[src/rtl/sid_audio_pkg.sv]
// Shared widths, stereo sample pair type and output saturation helper.
package sid_audio_pkg;

  localparam int IN_W  = 18;
  localparam int OUT_W = 16;
  // Averaged sample after the worst-case gain shift of 3
  localparam int SH_W  = IN_W + 3;

  typedef struct packed {
    logic signed [OUT_W-1:0] l;
    logic signed [OUT_W-1:0] r;
  } sample_pair_t;

  typedef struct packed {
    logic                    sat;
    logic signed [OUT_W-1:0] val;
  } sat_res_t;

  // Clamp a full-width scaled sample into the signed OUT_W range.
  // In range iff every bit from the MSB down to bit OUT_W-1 matches the sign.
  function automatic sat_res_t saturate_out(input logic signed [SH_W-1:0] v);
    sat_res_t             r;
    logic [SH_W-OUT_W:0]  hi_bits;
    hi_bits = v[SH_W-1:OUT_W-1];
    r.sat   = !((hi_bits == '0) || (hi_bits == '1));
    if (r.sat) begin
      r.val = v[SH_W-1] ? {1'b1, {(OUT_W-1){1'b0}}} : {1'b0, {(OUT_W-1){1'b1}}};
    end else begin
      r.val = v[OUT_W-1:0];
    end
    return r;
  endfunction

endpackage

[src/rtl/sid_sample_fifo.sv]
// Synchronous stereo-pair FIFO with count-based full/empty flags.
module sid_sample_fifo
  import sid_audio_pkg::*;
#(
  parameter int DEPTH = 4
) (
  input  logic         clk,
  input  logic         reset,
  input  logic         wr_en,
  input  sample_pair_t wr_data,
  input  logic         rd_en,
  output sample_pair_t rd_data,
  output logic         full,
  output logic         empty
);

  localparam int AW    = $clog2(DEPTH);
  localparam int CNT_W = AW + 1;

  sample_pair_t     mem_q [DEPTH];
  logic [AW-1:0]    wr_ptr_q, wr_ptr_d;
  logic [AW-1:0]    rd_ptr_q, rd_ptr_d;
  logic [CNT_W-1:0] count_q, count_d;
  logic             do_wr, do_rd;

  assign full    = (count_q == CNT_W'(DEPTH));
  assign empty   = (count_q == '0);
  assign rd_data = mem_q[rd_ptr_q];

  // Pointer/count update; a write into a full FIFO is taken only if a read frees a slot
  always_comb begin
    do_rd    = rd_en && !empty;
    do_wr    = wr_en && (!full || do_rd);
    wr_ptr_d = wr_ptr_q;
    rd_ptr_d = rd_ptr_q;
    count_d  = count_q;
    if (do_wr) wr_ptr_d = wr_ptr_q + AW'(1);
    if (do_rd) rd_ptr_d = rd_ptr_q + AW'(1);
    case ({do_wr, do_rd})
      2'b10:   count_d = count_q + CNT_W'(1);
      2'b01:   count_d = count_q - CNT_W'(1);
      default: count_d = count_q;
    endcase
  end

  // Control state register
  always_ff @(posedge clk) begin
    if (reset) begin
      wr_ptr_q <= '0;
      rd_ptr_q <= '0;
      count_q  <= '0;
    end else begin
      wr_ptr_q <= wr_ptr_d;
      rd_ptr_q <= rd_ptr_d;
      count_q  <= count_d;
    end
  end

  // Storage array; contents are don't-care until written
  always_ff @(posedge clk) begin
    if (do_wr) mem_q[wr_ptr_q] <= wr_data;
  end

endmodule

[src/rtl/sid_audio_decim.sv]
// SID stereo audio decimator: box-filter average over 2^WIN_LOG2 samples,
// gain/saturate stage, then an output FIFO with sticky overflow.
module sid_audio_decim
  import sid_audio_pkg::*;
#(
  parameter int WIN_LOG2   = 4,
  parameter int FIFO_DEPTH = 4
) (
  input  logic                    clk,
  input  logic                    reset,
  input  logic                    ce_1m,
  input  logic signed [IN_W-1:0]  audio_l,
  input  logic signed [IN_W-1:0]  audio_r,
  input  logic [1:0]              gain,
  input  logic                    mute,
  output logic                    out_valid,
  input  logic                    out_ready,
  output logic signed [OUT_W-1:0] out_l,
  output logic signed [OUT_W-1:0] out_r,
  output logic                    clip,
  output logic                    overflow,
  input  logic                    clr_overflow
);

  localparam int ACC_W = IN_W + WIN_LOG2;

  // Stage 1: accumulation
  logic [ACC_W-1:0]       acc_l_q, acc_l_d, acc_r_q, acc_r_d;
  logic [ACC_W-1:0]       sum_l, sum_r;
  logic [WIN_LOG2-1:0]    cnt_q, cnt_d;
  logic signed [IN_W-1:0] avg_l_q, avg_l_d, avg_r_q, avg_r_d;
  logic                   avg_vld_q, avg_vld_d;

  // Stage 2: gain and saturation
  logic signed [SH_W-1:0] scl_l, scl_r;
  sat_res_t               sat_l, sat_r;
  sample_pair_t           res_q, res_d;
  logic                   push_q, push_d;
  logic                   clip_q, clip_d;

  // Output side
  sample_pair_t           fifo_rd_data;
  logic                   fifo_full, fifo_empty, pop;
  logic                   overflow_q, overflow_d;

  // Window accumulation; the closing sample is folded into the average directly
  always_comb begin
    sum_l     = acc_l_q + {{WIN_LOG2{audio_l[IN_W-1]}}, audio_l};
    sum_r     = acc_r_q + {{WIN_LOG2{audio_r[IN_W-1]}}, audio_r};
    acc_l_d   = acc_l_q;
    acc_r_d   = acc_r_q;
    cnt_d     = cnt_q;
    avg_l_d   = avg_l_q;
    avg_r_d   = avg_r_q;
    avg_vld_d = 1'b0;
    if (ce_1m) begin
      if (cnt_q == '1) begin
        avg_l_d   = sum_l[ACC_W-1:WIN_LOG2];
        avg_r_d   = sum_r[ACC_W-1:WIN_LOG2];
        avg_vld_d = 1'b1;
        acc_l_d   = '0;
        acc_r_d   = '0;
        cnt_d     = '0;
      end else begin
        acc_l_d = sum_l;
        acc_r_d = sum_r;
        cnt_d   = cnt_q + WIN_LOG2'(1);
      end
    end
  end

  // Scale by 2^gain / 4 with floor rounding, then clamp or mute
  always_comb begin
    scl_l  = {{3{avg_l_q[IN_W-1]}}, avg_l_q};
    scl_r  = {{3{avg_r_q[IN_W-1]}}, avg_r_q};
    scl_l  = scl_l <<< gain;
    scl_r  = scl_r <<< gain;
    scl_l  = scl_l >>> 2;
    scl_r  = scl_r >>> 2;
    sat_l  = saturate_out(scl_l);
    sat_r  = saturate_out(scl_r);
    res_d  = res_q;
    push_d = avg_vld_q;
    clip_d = 1'b0;
    if (avg_vld_q) begin
      if (mute) begin
        res_d = '0;
      end else begin
        res_d.l = sat_l.val;
        res_d.r = sat_r.val;
        clip_d  = sat_l.sat || sat_r.sat;
      end
    end
  end

  // Sticky overflow: a push is lost only when full and not popped this cycle; set wins over clear
  always_comb begin
    pop        = !fifo_empty && out_ready;
    overflow_d = overflow_q;
    if (clr_overflow) overflow_d = 1'b0;
    if (push_q && fifo_full && !pop) overflow_d = 1'b1;
  end

  // Pipeline and status registers
  always_ff @(posedge clk) begin
    if (reset) begin
      acc_l_q    <= '0;
      acc_r_q    <= '0;
      cnt_q      <= '0;
      avg_l_q    <= '0;
      avg_r_q    <= '0;
      avg_vld_q  <= 1'b0;
      res_q      <= '0;
      push_q     <= 1'b0;
      clip_q     <= 1'b0;
      overflow_q <= 1'b0;
    end else begin
      acc_l_q    <= acc_l_d;
      acc_r_q    <= acc_r_d;
      cnt_q      <= cnt_d;
      avg_l_q    <= avg_l_d;
      avg_r_q    <= avg_r_d;
      avg_vld_q  <= avg_vld_d;
      res_q      <= res_d;
      push_q     <= push_d;
      clip_q     <= clip_d;
      overflow_q <= overflow_d;
    end
  end

  sid_sample_fifo #(
    .DEPTH (FIFO_DEPTH)
  ) u_fifo (
    .clk     (clk),
    .reset   (reset),
    .wr_en   (push_q),
    .wr_data (res_q),
    .rd_en   (pop),
    .rd_data (fifo_rd_data),
    .full    (fifo_full),
    .empty   (fifo_empty)
  );

  assign out_valid = !fifo_empty;
  assign out_l     = fifo_empty ? '0 : fifo_rd_data.l;
  assign out_r     = fifo_empty ? '0 : fifo_rd_data.r;
  assign clip      = clip_q;
  assign overflow  = overflow_q;

endmodule

[config.mk]
export PLATFORM = sky130hd
export DESIGN_NAME = sid_audio_decim
export DESIGN_NICKNAME = d
export VERILOG_FILES = /design/src/rtl/sid_audio_pkg.sv /design/src/rtl/sid_sample_fifo.sv /design/src/rtl/sid_audio_decim.sv
export SDC_FILE = /design/constraint.sdc
export NUM_CORES = 1
export LEC_CHECK = 0
export CORE_MARGIN = 2
export CORE_UTILIZATION = 55
export DETAILED_ROUTE_END_ITERATION = 12
export PLACE_DENSITY = 0.82
export REMOVE_ABC_BUFFERS = 1
export SLEW_MARGIN = 10
export SYNTH_ARGS = -nofsm -noshare
export SYNTH_HDL_FRONTEND = slang
export SYNTH_HIERARCHICAL = 1
export SYNTH_SLANG_ARGS = --single-unit
export TNS_END_PERCENT = 100
[constraint.sdc]
create_clock -name clk -period 6.91 [get_ports clk]
set_input_delay 0.691 -clock clk [delete_from_list [all_inputs] [get_ports clk]]
set_output_delay 0.691 -clock clk [all_outputs]
set_load 0.005 [all_outputs]
==> out/qor.csv, run 1 <==
metric,value,unit
Power Density,253.0,nW/um2
routed len/inst,18.04,um
average size of a mapped cell,12.09,um2
initial antenna violation count,0,
largest net degree at the start of global routing,57,
WL final,24820,um
"antenna viol nets, final",0,
P&R area growth vs syn,15.08,%
vias in the first global route,8058,
CP required,6.22,ns
post-detail-place hpwl,16300,um
die area,23540,um2
vias per cell,5.964,
diodes inserted,0,
Synth top area share,0.3130,
Synth Flop Type,dfxtp_1,
Site Rows,54,
postcts setup bufs,0,
synth top area cells,"edfxtp_1 31%, dfxtp_1 21%, mux4_2 11%",
Die X,153.4,um
setup TNS,0,ns
clock power share,0.399,
CP Class,reg2out,
"Clk Latency, worst-skew pair",0.53,ns
Yosys top cell by area,edfxtp_1,
Tcrit/Tclk final,0.4744,
total track usage,0.2076,
first-pass GRT wire length,40430,um
clk buf depth,3,
Final Instance Area,14130,um2
CP arrival,2.59,ns
dpl ws,3.446,ns
H-tree depth,1,
Post-synth EDFFs,128,
startpoint type of the worst setup path,flop,
setup violators final,0,
"Seq/Total Area, Yosys",0.5232,
routability cong.,0.8693,
Clock Tree Root,clkbuf_16,
GRT Residual Overflow,0,
Reg power frac,0.462,
Synth Cell Area,12280,um2
PnR worst setup slack,3.632,ns
#FFs+latches synth,257,
CP Capture Type,output port,
Synth async-reset ratio,0,
CTS tree,done,
Overall Power,3.575,mW
sw frac,0.2506,
Final Non-Filler Cells,1376,
Placed Cells,1328,
max_slew headroom,0.3311,
Pint,2.679,mW
yosys warns,6,
Final Max Tran Viols,0,
Hold Crit Class,reg2reg,
hold_buf cts,0,
drt first-iter violations,456,
Starting Density,0.5610,
total of max-cap violations,0,
leakage,5.011,nW
Post-DP Area,13250,um2
die height,153.4,um
skew final,0.008178,ns
post-synth cell types,71,
cts bufs inserted,26,
fmax,0.3051,GHz
count of input and output buffers,78,
Hold WS,0.4681,ns
CORE AREA,21890,um2
combinational share of power,0.139,
Slew @ Worst Pin,0.9988,ns
peak supply drop,0.2299,mV
fin util,0.6456,
CTS Sinks,257,
RSZ-0062 raised after global routing,no,
Final Hold Fails,0,
CP Max Fanout,32,
io pins,79,
CTS resizes,0,
gate count of the mapped netlist,1016,
"Reg clk slew, reported paths",0.06,ns
Post-route DRC,0,
NumNets Final,1170,
status,"finished, final reports clean",
layout cells sized above 1,0.1259,
sw power,0.8960,mW
Tmin final,3.278,ns
Detailed Routing Iterations Pass 1,4,
detailed-route via count,8207,
[routing by layer]
metal  GRT usage  vias up  share of wire
met5           0        -              0
met4     0.04806        0          0.020
met3     0.02779       42          0.041
met2      0.3518      202           0.49
met1      0.2874     4022           0.45
li1            -     3941              -
[critical path, cell delays in order, from the launching register on]
cell	delay [ns]
dfxtp_2	0.31
buf_4	0.51
mux4_2	0.61
nor2b_1	0.14
clkdlybuf4s50_1	0.45
[cells in the final DEF, fill, tap and decap left out, types with 6 or more instances in the layout]
cell type        synthesis  layout
edfxtp_1               128     128
dfxtp_1                129     127
a21oi_1                 78      78
clkdlybuf4s50_1          0      76
nand2_1                 66      66
mux4_2                  58      58
o21ai_0                 57      57
nor2_1                  51      51
ha_1                    47      47
nor2b_1                 42      41
nand2b_1                40      40
a22o_1                  33      33
clkbuf_16                0      27
xnor2_1                 25      25
xor2_1                  21      21
a21o_1                  21      21
inv_1                   18      18
a22oi_1                 16      16
o21bai_1                 9       9
nand3_1                  9       9
buf_4                    3       9
a31oi_1                  8       8
a211oi_1                 8       8
nand4_1                  7       7
nor3_1                   8       7
o21ai_1                  6       6
o21a_1                   6       6
mux2i_1                  6       6
[power groups by stage]
stage / Sequential (mW) / Clock, mW / Combinational [mW]
2_1_floorplan: 1.67 / 0 / 0.362
3_3_place_gp: 1.68 / 0 / 0.478
3_5_place_dp: 1.68 / 0 / 0.492
4_1_cts: 1.65 / 1.44 / 0.495
5_1_grt: 1.65 / 1.49 / 0.551
6_report: 1.65 / 1.43 / 0.498
[final cells by class]
type	instances	area, um2
Timing Repair Buffer	87	838.3
Multi-Input combinational cell	683	5552
Inverter	21	78.83
Tap cell	280	350.3
Fill cell	1646	7757
Sequential cell	257	6429
Clock buffer	36	749.5
Clock inverter	12	136.4
[Yosys cell counts (all sizes together) (4+ instances only)]
| library cell | instances |
|---|---|
| dfxtp | 129 |
| edfxtp | 128 |
| a21oi | 81 |
| nand2 | 66 |
| o21ai | 64 |
| mux4 | 58 |
| nor2 | 51 |
| ha | 47 |
| nor2b | 44 |
| nand2b | 40 |
| clkbuf | 38 |
| a22o | 33 |
| xnor2 | 25 |
| a21o | 21 |
| xor2 | 21 |
| inv | 19 |
| buf | 17 |
| a22oi | 16 |
| a211oi | 9 |
| a31oi | 9 |
| nand3 | 9 |
| nor3 | 9 |
| o21bai | 9 |
| nand4 | 8 |
| and2 | 6 |
| mux2i | 6 |
| o21a | 6 |
| and4 | 5 |
| a311oi | 4 |
[registers in the layout (all words and copies together) (netlist names), named ones only]
signal and cells:
u_fifo/mem_q 128, res_q 32, acc_l_q 22, acc_r_q 22, avg_l_q 18, avg_r_q 18
cnt_q 4, u_fifo/count_q 3, u_fifo/rd_ptr_q 2, u_fifo/wr_ptr_q 2, avg_vld_q 1, clip 1
overflow 1, push_q 1
[worst paths after layout]
kind | startpoint | to | slack [ns] | cells after the start
worst max-delay path | flop | out_l[14] | 3.63 | 4
worst min-delay path | acc_r_q[18] | acc_r_q[18] | 0.47 | 2
worst max register to register | u_fifo/count_q[0] | u_fifo/count_q[2] | 4.22 | 8
worst min register to register | acc_r_q[18] | acc_r_q[18] | 0.47 | 2
[kinds of logic (layout without fill, tap and decap cells)]
kind of cell,after synthesis,in the layout,synth area share
AO/OA/AOI/OAI,276,276,0.1492
XOR/XNOR,46,46,0.03280
adder cells (fa/ha/maj),50,50,0.05277
buffers and inverters,76,156,0.02577
flip-flops,257,257,0.5232
multiplexers,65,65,0.1122
AND/OR/NAND/NOR,246,246,0.1040
Power figures use the tool's default switching activity.
==> inputs of run 2 (changes only) <==
CORE_UTILIZATION = 54   (was 55)
PLACE_DENSITY = 0.84   (was 0.82)
clock period = 2.7 ns   (was 6.91 ns; I/O delays follow)
==> run 2 against run 1 <==
Effect of this change: routed wire length increased by 1.6%; design area increased by 3.8%; total power increased to 2.6 times the previous value; worst setup slack got worse by 3.5 ns; combinational power increased to 2.8 times the previous value; global-route usage increased by 0.32 points; clock power increased to 2.7 times the previous value; count of clock-buffer cells in the layout decreased by 1; critical path depth unchanged; via count increased by 1.4%; sequential share of layout area decreased by 1.7 points; critical endpoint unchanged; largest cell class unchanged.
==> out/qor.csv, run 2 (synthesis results as in run 1) <==
metric,value,unit,change
max reg flops,128,,unchanged
fin util,0.6522,,+0.006522
RSZ-0062 raised after global routing,no,,
"Reg clk slew, reported paths",0.06,ns,about the same
met1 usage,0.2929,,+0.005555
Buf/Inv on CP,2,,unchanged
io pins,79,,unchanged
Tcrit/Tclk final,0.9458,,
PnR worst setup slack,0.1462,ns,-3.486 ns
post-detail-place hpwl,17070,um,+4.7%
critical-path cell list,buf_12 -> mux4_2 -> nor2b_1 -> clkdlybuf4s50_1,,
fmax,0.3916,GHz,
CP Capture Type,output port,,
met3 Resource Use GR,0.02774,,-0.00004679
clock power share,0.405,,+0.006
hold_buf cts,0,,unchanged
CTS Sinks,257,,unchanged
Largest regs,"u_fifo/mem_q (128), res_q (32)",,
"Most flops, register",u_fifo/mem_q,,
"commonest cells after routing, fill and taps aside","128 x dfxtp_1, 128 x edfxtp_1, 77 x a21oi_1",,
leakage,5.322,nW,+6.2%
skew final,0.01529,ns,+0.007115 ns
"antenna viol nets, final",0,,unchanged
detailed-route via count,8326,,+1.4%
peak supply drop,0.4554,mV,+98%
"slowest stage delay, CP",0.51,ns,-0.10 ns
cts bufs inserted,26,,unchanged
Power Density,642.7,nW/um2,+150%
startpoint type of the worst setup path,flop,,
Post-route DRC,0,,unchanged
NumNets Final,1226,,+4.8%
Tmin final,2.554,ns,
sw power,2.334,mW,+160%
first-pass GRT wire length,40790,um,+0.87%
Die X,154.8,um,+0.90%
GRT Residual Overflow,0,,unchanged
reg2reg path depth,10,,+2
Final Max Tran Viols,0,,unchanged
"Clk Latency, worst-skew pair",0.54,ns,about the same
Reg power frac,0.447,,-0.015
routed len/inst,17.55,um,-2.7%
routability cong.,0.8912,,+2.5%
die height,154.8,um,+0.90%
Slew @ Worst Pin,0.7407,ns,-0.2581 ns
initial antenna violation count,0,,unchanged
Clock Tree Root,clkbuf_16,,
diodes inserted,0,,unchanged
total track usage,0.2107,,+0.003168
total of max-cap violations,0,,unchanged
FILL cells,1653,,+0.43%
FF-to-FF End,acc_r_q[16],,
CP required,2.43,ns,-3.79 ns
busiest grt layer,met2,,
Detailed Routing Iterations Pass 1,5,,+1
Pint,7.098,mW,+160%
"delay-heaviest family, CP",buffers and inverters,,
Hold EP,avg_l_q[1],,
hold path depth,2,,unchanged
drt first-iter violations,649,,+42%
setup TNS,0,ns,unchanged
die area,23970,um2,+1.8%
HP Start,reset,,
r2r startpoint,acc_r_q[0],,
CTS tree,done,,
max_slew headroom,0.5044,,+0.1733
H-tree depth,1,,unchanged
Site Rows,55,,+1.9%
P&R area growth vs syn,19.49,%,
setup violators final,0,,unchanged
CORE AREA,22500,um2,+2.8%
Hold Crit Class,in2reg,,
Final Hold Fails,0,,unchanged
combinational share of power,0.148,,+0.009
count of input and output buffers,78,,unchanged
clk buf depth,3,,unchanged
sw frac,0.2474,,-0.003167
Post-DP Area,13700,um2,+3.4%
reg2reg setup slack,0.24,ns,-3.98 ns
CP Max Fanout,10,,-69%
"Slowest-stage cell, CP",mux4_2,,
dpl ws,-0.2048,ns,-3.651 ns
met2 Resource Use GR,0.3578,,+0.005952
CP Class,reg2out,,
largest net degree at the start of global routing,45,,-21%
layout cells sized above 1,0.1667,,+0.04075
WL final,25220,um,+1.6%
Starting Density,0.5458,,-0.01525
vias in the first global route,8071,,+0.16%
vias per cell,5.794,,-2.9%
status,"finished, final reports clean",,
Final Instance Area,14680,um2,+3.8%
CP arrival,2.28,ns,-0.31 ns
[run 2: cell types whose count changed in the layout (fill, tap and decap cells not counted), sizes merged]
cell,change
clkinvlp,+2
clkinv,-3
buf,+56
clkbuf,-1
bufinv,+2
[run 2: per-stage QoR]
stage,total power [mW],hold WS (ns),std cells
detailed placement,5.665,0.4535,1383
floorplan,5.213,0.3391,961
global placement,5.636,0.4462,1383
global route,9.774,0.08787,1437
CTS,9.445,0.08164,1431
finish,9.432,0.1014,1437
[run 2: area by class of cell]
class | count | area, um2 | share of cell area
flip-flops and latches | 257 | 6430 | 0.4381
clock inverters | 13 | 187.7 | 0.01279
clock buffers | 35 | 734.5 | 0.05005
inverters | 21 | 78.83 | 0.005371
well taps | 285 | 356.6 | 0.02430
repair buffers | 143 | 1334 | 0.09089
multi-input cells | 683 | 5554 | 0.3785
[run 2: power by group through the flow]
stage                     Clock (mW)  Combinational [mW]  Sequential [mW]
after floorplan                    0               0.928             4.29
after global placement             0                1.33             4.30
after detailed placement           0                1.36             4.30
after CTS                       3.84                1.38             4.22
after global routing            4.00                1.54             4.23
final                           3.82                1.39             4.22
[run 2: worst max path at each step]
stage                      startpoint                 end  cells after the start
global route               acc_r_q[0]         acc_r_q[14]                     10
finish                           flop           out_l[14]                      4
CTS                              flop           out_l[14]                      4
global placement           audio_l[0]         acc_l_q[20]                     11
floorplan           u_fifo/count_q[0]  u_fifo/mem_q[0][0]                      5
detailed placement         audio_l[0]         acc_l_q[20]                     11
[run 2: per-layer routing]
layer / up-vias / routed length [um] / share of wire
li1: 4054 / - / -
met1: 4028 / 11470 / 0.45
met2: 205 / 12110 / 0.48
met3: 39 / 1205 / 0.048
met4: 0 / 435 / 0.017
met5: - / 0 / 0
[run 2: repair_timing]
action	in CTS	in global routing
setup endpoints to repair	25	8
pin swaps	0	1
buffers inserted	0	6
resized for setup	1	2
==> inputs of run 3 (changes only) <==
ABC_CLOCK_PERIOD_IN_PS = 2700   (was unset)
CORE_UTILIZATION = 55   (was 54)
DONT_BUFFER_PORTS = 1   (was unset)
PLACE_DENSITY = 0.8   (was 0.84)
==> run 3 against run 2 <==
Effect of this change: combinational power decreased by 14%; global-route usage increased by 0.21 points; count of clock-buffer cells in the layout increased by 1; worst hold slack got worse by 0.075 ns; final cell count decreased by 8.5%; flip-flop and latch count unchanged; sequential power about the same; total power decreased by 4.6%; critical path depth increased by 6; routed wire length decreased by 1.6%; largest power group unchanged; highest routed layer unchanged.
==> out/qor.csv, run 3 (synthesis results as in run 1) <==
metric,value,unit,change
Power Density,666.0,nW/um2,+3.6%
"Reg clk slew, reported paths",0.06,ns,about the same
CP Class,reg2reg,,
clk buf depth,3,,unchanged
drt first-iter violations,625,,-3.7%
detailed-route via count,7882,,-5.3%
count of input and output buffers,0,,-100%
Slew @ Worst Pin,0.6472,ns,-0.09349 ns
max_slew headroom,0.5672,,+0.06286
CP Capture Type,flop,,
Starting Density,0.5610,,+0.01525
RSZ-0062 raised after global routing,no,,
PnR worst setup slack,0.1900,ns,+0.04382 ns
fmax,0.3984,GHz,+1.7%
CP required,3.12,ns,+0.69 ns
CP arrival,2.93,ns,+0.65 ns
Site Rows,54,,-1.8%
"commonest cells after routing, fill and taps aside","128 x dfxtp_1, 128 x edfxtp_1, 77 x a21oi_1",,
CTS Sinks,257,,unchanged
status,"finished, final reports clean",,
io pins,79,,unchanged
die area,23540,um2,-1.8%
total track usage,0.2129,,+0.002110
dpl ws,0.1711,ns,+0.3758 ns
largest net degree at the start of global routing,81,,+80%
FILL cells,1712,,+3.6%
peak supply drop,0.5297,mV,+16%
die height,153.4,um,-0.89%
initial antenna violation count,0,,unchanged
max reg flops,128,,unchanged
"Most flops, register",u_fifo/mem_q,,
"Clk Latency, worst-skew pair",0.54,ns,about the same
total of max-cap violations,0,,unchanged
fin util,0.6175,,-0.03464
Hold Crit Class,in2reg,,
P&R area growth vs syn,10.07,%,
leakage,4.807,nW,-9.7%
Post-route DRC,0,,unchanged
NumNets Final,1109,,-9.5%
Clock Tree Root,clkbuf_16,,
H-tree depth,1,,unchanged
vias in the first global route,7843,,-2.8%
Detailed Routing Iterations Pass 1,7,,+2
CTS tree,done,,
first-pass GRT wire length,40790,um,about the same
"antenna viol nets, final",0,,unchanged
Tmin final,2.510,ns,-0.04382 ns
skew final,0.01942,ns,+0.004122 ns
GRT Residual Overflow,0,,unchanged
Final Hold Fails,0,,unchanged
routability cong.,0.8816,,-1.1%
cts bufs inserted,26,,unchanged
Largest regs,"u_fifo/mem_q (128), res_q (32)",,
Final Max Tran Viols,0,,unchanged
diodes inserted,0,,unchanged
routed len/inst,18.87,um,+7.5%
CORE AREA,21890,um2,-2.7%
Tcrit/Tclk final,0.9296,,-0.01623
post-detail-place hpwl,16260,um,-4.7%
WL final,24820,um,-1.6%
Die X,153.4,um,-0.89%
setup violators final,0,,unchanged
layout cells sized above 1,0.1411,,-0.02560
CP Max Fanout,3,,-7
startpoint type of the worst setup path,flop,,
vias per cell,5.994,,+3.5%
[run 3: cell types whose count changed in the layout (fill, tap and decap cells not counted), moves of 2 or more]
| cell | delta |
|---|---|
| buf_12 | -5 |
| buf_4 | -39 |
| clkdlybuf4s50_1 | -76 |
| bufinv_16 | -2 |
| buf_2 | -2 |
| dlygate4sd3_1 | +4 |
[run 3: report_power, final]
part | internal, mW | switching, mW
logic | 0.507 | 0.685
registers | 4.16 | 0.0635
clock network | 2.11 | 1.48
[run 3: what timing repair did]
item                                    4_1_cts  5_1_grt
setup buffers                                 0        0
endpoints found under the hold margin        81        0
endpoints found under the setup margin        0        9
resized for setup                             0        1
hold buffers                                  5        0
[run 3: layout make-up]
cell class / count / area, um2 / area share
clock buffer: 36 / 738.2 / 0.05461
tap: 280 / 350.3 / 0.02592
clock inverter: 12 / 128.9 / 0.009534
multi-input combinational: 683 / 5557 / 0.4111
timing repair buffer: 26 / 237.7 / 0.01759
sequential: 257 / 6427 / 0.4755
inverter: 21 / 78.83 / 0.005831
[run 3: layer usage]
| layer | up-vias | track usage | part of all wire |
|---|---|---|---|
| met5 | - | 0 | 0 |
| met4 | 0 | 0.06073 | 0.026 |
| met3 | 42 | 0.04111 | 0.060 |
| met2 | 209 | 0.3510 | 0.47 |
| met1 | 3810 | 0.2902 | 0.44 |
| li1 | 3821 | - | - |
[run 3: final timing paths]
| kind | endpoint | from | depth (start not counted) | slack, ns |
|---|---|---|---|---|
| setup / recovery | acc_l_q[20] | acc_l_q[0] | 10 | 0.19 |
| setup reg to reg | acc_l_q[20] | acc_l_q[0] | 10 | 0.19 |
| hold / removal | clip | mute | 2 | 0.03 |
| hold reg to reg | avg_r_q[0] | avg_r_q[0] | 2 | 0.46 |
[run 3: through the flow]
stage	area [um2]	instances	hold slack [ns]	power (mW)	TNS (ns)
3_3_place_gp	12580	1262	0.3437	5.426	0
6_report	13520	1315	0.02607	9.003	0
4_1_cts	13510	1315	0.001916	9.060	0
2_1_floorplan	12040	961	0.3391	5.213	-172.14
3_5_place_dp	12580	1262	0.3498	5.447	0
5_1_grt	13520	1315	0.03010	9.361	0
[run 3: worst max-delay path, stage by stage (launching register included)]
cell and delay (ns):
dfxtp_1 0.31, ha_1 0.20, fa_1 0.40, a21oi_1 0.20, o21ai_0 0.19, o21bai_1 0.20, a21oi_1 0.09, o22ai_1 0.29
o21ai_1 0.14, xor2_1 0.17, a22o_1 0.23
